`src/rtl/stv_elastic_buffer.sv`:
```
// N-entry ready/valid elastic buffer: flopped head register plus a (DEPTH-1)-entry circular FIFO.
// Optional occupancy port level_out is enabled by defining STV_ELASTIC_BUFFER_LEVEL_EN.
module stv_elastic_buffer #(
    parameter int WIDTH = 8,
    parameter int DEPTH = 2
) (
    input  logic                       clk,
    input  logic                       arst_n,
    input  logic                       flush,
    input  logic                       valid_in,
    output logic                       ready_out,
    input  logic [WIDTH-1:0]           data_in,
    input  logic                       ready_in,
    output logic                       valid_out,
    output logic [WIDTH-1:0]           data_out
`ifdef STV_ELASTIC_BUFFER_LEVEL_EN
    ,
    output logic [$clog2(DEPTH+1)-1:0] level_out
`endif
);

    localparam int FD  = DEPTH - 1;
    localparam int PW  = (FD > 1) ? $clog2(FD) : 1;
    localparam int FDM = (FD < 2) ? 2 : FD;
    localparam int CW  = $clog2(DEPTH + 1);

    logic [CW-1:0]    count_q, count_d;
    logic [PW-1:0]    wr_ptr_q, wr_ptr_d;
    logic [PW-1:0]    rd_ptr_q, rd_ptr_d;
    logic             valid_q, ready_q;
    logic [WIDTH-1:0] head_q;
    logic [WIDTH-1:0] mem_q [FDM];

    logic push, pop;
    logic head_from_in, head_from_fifo, fifo_wr;

    function automatic logic [PW-1:0] next_ptr(input logic [PW-1:0] p);
        return (p == PW'(FD - 1)) ? '0 : p + PW'(1);
    endfunction

    always_comb begin
        push           = valid_in & ready_q;
        pop            = valid_q & ready_in;
        // An empty buffer, or one whose only beat is leaving, bypasses the FIFO.
        head_from_in   = push & ((count_q == '0) | ((count_q == CW'(1)) & pop));
        fifo_wr        = push & ~head_from_in;
        head_from_fifo = pop & (count_q > CW'(1));
        count_d        = count_q + CW'(push) - CW'(pop);
        wr_ptr_d       = fifo_wr ? next_ptr(wr_ptr_q) : wr_ptr_q;
        rd_ptr_d       = head_from_fifo ? next_ptr(rd_ptr_q) : rd_ptr_q;
        if (flush) begin
            count_d  = '0;
            wr_ptr_d = '0;
            rd_ptr_d = '0;
        end
    end

    always_ff @(posedge clk or negedge arst_n) begin
        if (!arst_n) begin
            count_q  <= '0;
            wr_ptr_q <= '0;
            rd_ptr_q <= '0;
            valid_q  <= 1'b0;
            ready_q  <= 1'b1;
        end else begin
            count_q  <= count_d;
            wr_ptr_q <= wr_ptr_d;
            rd_ptr_q <= rd_ptr_d;
            valid_q  <= (count_d != '0);
            ready_q  <= (count_d != CW'(DEPTH));
        end
    end

    // Payload storage is intentionally unreset; validity is tracked by count_q.
    always_ff @(posedge clk) begin
        if (!flush) begin
            if (head_from_in) begin
                head_q <= data_in;
            end else if (head_from_fifo) begin
                head_q <= mem_q[rd_ptr_q];
            end
            if (fifo_wr) begin
                mem_q[wr_ptr_q] <= data_in;
            end
        end
    end

    assign valid_out = valid_q;
    assign ready_out = ready_q;
    assign data_out  = head_q;

`ifdef STV_ELASTIC_BUFFER_LEVEL_EN
    assign level_out = count_q;
`endif

endmodule

```
`config.mk`:
```
export PLATFORM = sky130hd
export DESIGN_NAME = stv_elastic_buffer
export DESIGN_NICKNAME = d
export VERILOG_FILES = /design/src/rtl/stv_elastic_buffer.sv
export SDC_FILE = /design/constraint.sdc
export NUM_CORES = 1
export LEC_CHECK = 0
export CAP_MARGIN = 20
export CORE_UTILIZATION = 45
export CTS_CLUSTER_SIZE = 25
export DETAILED_ROUTE_END_ITERATION = 8
export PLACE_DENSITY = 0.78
export SLEW_MARGIN = 0
export SYNTH_ARGS = -nofsm -noshare
export SYNTH_HDL_FRONTEND = slang
export SYNTH_SLANG_ARGS = --single-unit
```
`constraint.sdc`:
```
create_clock -name clk -period 2.3 [get_ports clk]
set_clock_uncertainty 0.1 [all_clocks]
set_input_delay 0.46 -clock clk [delete_from_list [all_inputs] [get_ports clk]]
set_output_delay 0.46 -clock clk [all_outputs]
set_load 0.01 [all_outputs]
```
==> run summary <==
Clock-pin slew was measured on the worst setup and hold paths at 110 ps. At the placement stage, the worst setup path has a slack of -79.2 ps. The total vias in the final route is 538, and the number of buffers and inverters on the critical path is 1. The logs give 0 for the number of antenna violations at the first check in global routing and 1750 sq um for the placeable core region.

The tool flagged a number of max-cap violations equal to 0. The initial DRC count was 15; the post-layout utilization of the core was 68.4%. The largest net degree at the start of global routing is 13. Cells with a size suffix above 1 make up 28.0% of the layout. The tools report the static leakage power as 0.469 nW. The global-route track usage on met3 is 3.60%. The final weighted congestion of routability-driven global placement is 0.788, and the die area is 2050 sq um. Input and output buffers added on the ports amount to 22. After detailed routing, the number of remaining DRC violations is 0. After layout, the worst setup slack is 189 ps. The count of filler cells inserted in the layout was 133; the die outline height was 45.2 um.

After synthesis, the netlist uses 22 different library cells. Traced cell by cell, the critical path runs through clkdlybuf4s50_1, and2_1, xnor2_1, ha_1, xor2_1, a31oi_1, or4_1. In this run the worst path has a maximum fanout of 4. The number of nets in the synthesized netlist is 63. STA classifies the critical path endpoint as a flip-flop.

For the via count of the first global-routing pass, the log shows 472. Average vias per placed instance: 5.03. The total count of hold-check failures in the final report is 0.

For the number of diodes added for antenna fixing, the log shows 0. The setup path with the least slack is of type in2reg. After global routing, the most crowded layer is met2. In this run the core area contains 15 standard-cell rows.

TritonCTS built the clock tree. The count of cells in the finished layout, fillers not included, comes to 107. The multi-input combinational cells in the finished layout cover a total of 244 sq um. Wires add up to 1370 um. Yosys warning count: 0.

The cell family contributing the most delay on the critical path is simple AND/OR/NAND/NOR gates. The first global-routing pass estimated 2040 um of wire. Once the clock tree was built, the setup fixing pass inserted 0 buffers. The tools report the final-report max-slew violation count as 0. The area growth from synthesis to final layout was 42.0%. In this run, CTS created clock tree buffers numbering 3. The post-synthesis average cell area works out to 17.2 sq um. The worst setup path is launched from a primary input. In the synthesized netlist, the number of instances is 49. The library cells used most frequently in the layout, excluding fill and tap cells, are 22 x sky130_fd_sc_hd__clkdlybuf4s50_1, 16 x sky130_fd_sc_hd__edfxtp_1, 8 x sky130_fd_sc_hd__mux2_4, 8 x sky130_fd_sc_hd__buf_4. The tightest min-delay check is of the in2async type.

In this run the clock root is driven by a sky130_fd_sc_hd__clkbuf_4. Width of the chip: 45.2 um. After clock tree synthesis, the flow added hold-fix buffers numbering 0. The number of gates resized after CTS was 0.

The detail-routed net length per standard cell is 12.8 um, and the top-level port count is 23. For this run, global-route usage on met1 was measured as 17.9%. The share of the yosys chip area belonging to registers came out at 69.2%. For the remaining number of nets flagged by the antenna check after routing, the log shows 0. Setup violations remaining at the end of the flow were counted as 0.

Setup repair after global routing left no endpoint under its margin. Summed over all layers, the global routing overflow is 0. Minimum clock period after layout: 2110 ps. The run gives 83.4% as the tightest slew margin relative to the limit.

For the worst IR drop on VDD, the log shows 0.854 mV. The sequential cell area was 582 sq um. The HPWL after detailed placement is 1040 um.

The later pin in the worst-skew pair is clocked with a latency of 310 ps. The tools report the maximum clock frequency as 0.474 GHz. The flop and latch count out of synthesis was 20; the number of H-tree levels was 1.

The slowest stage of the critical path belongs to the cell sky130_fd_sc_hd__clkdlybuf4s50_1. At the pin with the least slew margin, the transition time is 247 ps. The length of the first detailed-routing pass in iterations was 4. Global routing consumed, over all layers together, 14.9% of the routing resources. The cell total after placement is 103. For the setup total negative slack, the log shows 0 ps. The cell area that synthesis handed to floorplanning was 841 sq um. Of the available clock period, the critical path in the final layout requires 91.8%. The flow ran to the end, and the final reports show no timing, DRC or antenna violations.

After routing the design area is 1190 sq um. The data arrival time of the critical path was 2240 ps; the post-detailed-placement cell area was 1140 sq um. On the worst path, the slowest cell contributes a delay of 490 ps. The clock net in this run drives a total of 20 sinks. In this run the power density over the cells is 1110 nW/um^2.

Once the floorplan was initialized, standard cells occupied 48.2% of the core. Counting along the longest clock path gives a buffer depth of 2. The data required time of the worst path was 2430 ps; the met2 layer usage reported by global route was 23.2%. The tools report the number of nets in the layout as 97. The library cell used most frequently in the layout, excluding fill and tap cells, is sky130_fd_sc_hd__clkdlybuf4s50_1.
-- where the power goes --
part           internal, W  total (W)  leakage [nW]  switching, W
Clock             0.000176   0.000290        0.0279      0.000114
Combinational     0.000287   0.000492         0.245      0.000205
Sequential        0.000503   0.000548         0.196     0.0000449
-- through the flow --
step                      hold slack (ps)  power [W]
after floorplan                      64.4   0.000851
after global placement                429    0.00103
after detailed placement              436    0.00105
after CTS                             226    0.00134
after global routing                  235    0.00139
final                                 234    0.00133
-- final timing paths --
kind	end	cells past startpoint	slack, ps	startpoint
setup / recovery	ready_out	7	190	valid_in
hold / removal	count_q[1]	1	230	arst_n
setup reg to reg	ready_out	6	280	ready_out
hold reg to reg	data_out[2]	1	460	mem_q[0][2]
max in group asynchronous	ready_out	1	1630	arst_n
min in group clk	data_out[2]	1	460	mem_q[0][2]
-- logic make-up after synthesis --
kind of cell               count (synthesis)  share of synthesized area [%]
DFF                                       20                           69.2
and+or+nand+nor                           10                           6.85
muxes                                      8                           14.3
AOI/OAI and AO/OA                          6                           4.31
xor gates and xnor gates                   2                           2.08
buffers and inverters                      2                           1.79
adders and majority gates                  1                           1.49
-- flip-flops by register name, summed over array words and instances, names as in the netlist --
name,count
data_out,8
mem_q,8
count_q,2
ready_out,1
valid_out,1
-- cells in the mapped netlist --
master,number,area share (%)
sky130_fd_sc_hd__mux2_4,8,14
sky130_fd_sc_hd__or4_1,1,0.89
sky130_fd_sc_hd__nor3_1,2,1.2
sky130_fd_sc_hd__xnor2_1,1,1.0
sky130_fd_sc_hd__dfrtp_1,3,8.9
sky130_fd_sc_hd__o21ai_0,1,0.59
sky130_fd_sc_hd__and2_1,1,0.74
sky130_fd_sc_hd__a211o_1,1,1.0
sky130_fd_sc_hd__or3_2,1,0.89
sky130_fd_sc_hd__inv_1,1,0.45
sky130_fd_sc_hd__nor3b_1,1,0.89
sky130_fd_sc_hd__nand2_2,1,0.74
sky130_fd_sc_hd__xor2_1,1,1.0
sky130_fd_sc_hd__dfstp_2,1,3.1
sky130_fd_sc_hd__a31oi_1,2,1.5
sky130_fd_sc_hd__buf_6,1,1.3
sky130_fd_sc_hd__nand2_1,1,0.45
sky130_fd_sc_hd__a21oi_1,2,1.2
sky130_fd_sc_hd__nor2_1,1,0.45
sky130_fd_sc_hd__ha_1,1,1.5
sky130_fd_sc_hd__edfxtp_1,16,57
sky130_fd_sc_hd__nand3_1,1,0.59
-- area by class of cell --
class,count,share of cell area (%)
clock inverter,1,2.52
clock buffer,3,1.89
inverter,1,0.314
multi-input combinational,27,20.4
tap,25,2.62
sequential,20,48.7
timing repair buffer,30,23.5
-- metal layers --
metal / vias up / share of wire [%]
met1: 255 / 42
met4: 0 / 2.9
met3: 4 / 4.7
met5: - / 0
met2: 21 / 50
li1: 258 / -
Note: power is estimated with default switching activity, not from simulation.
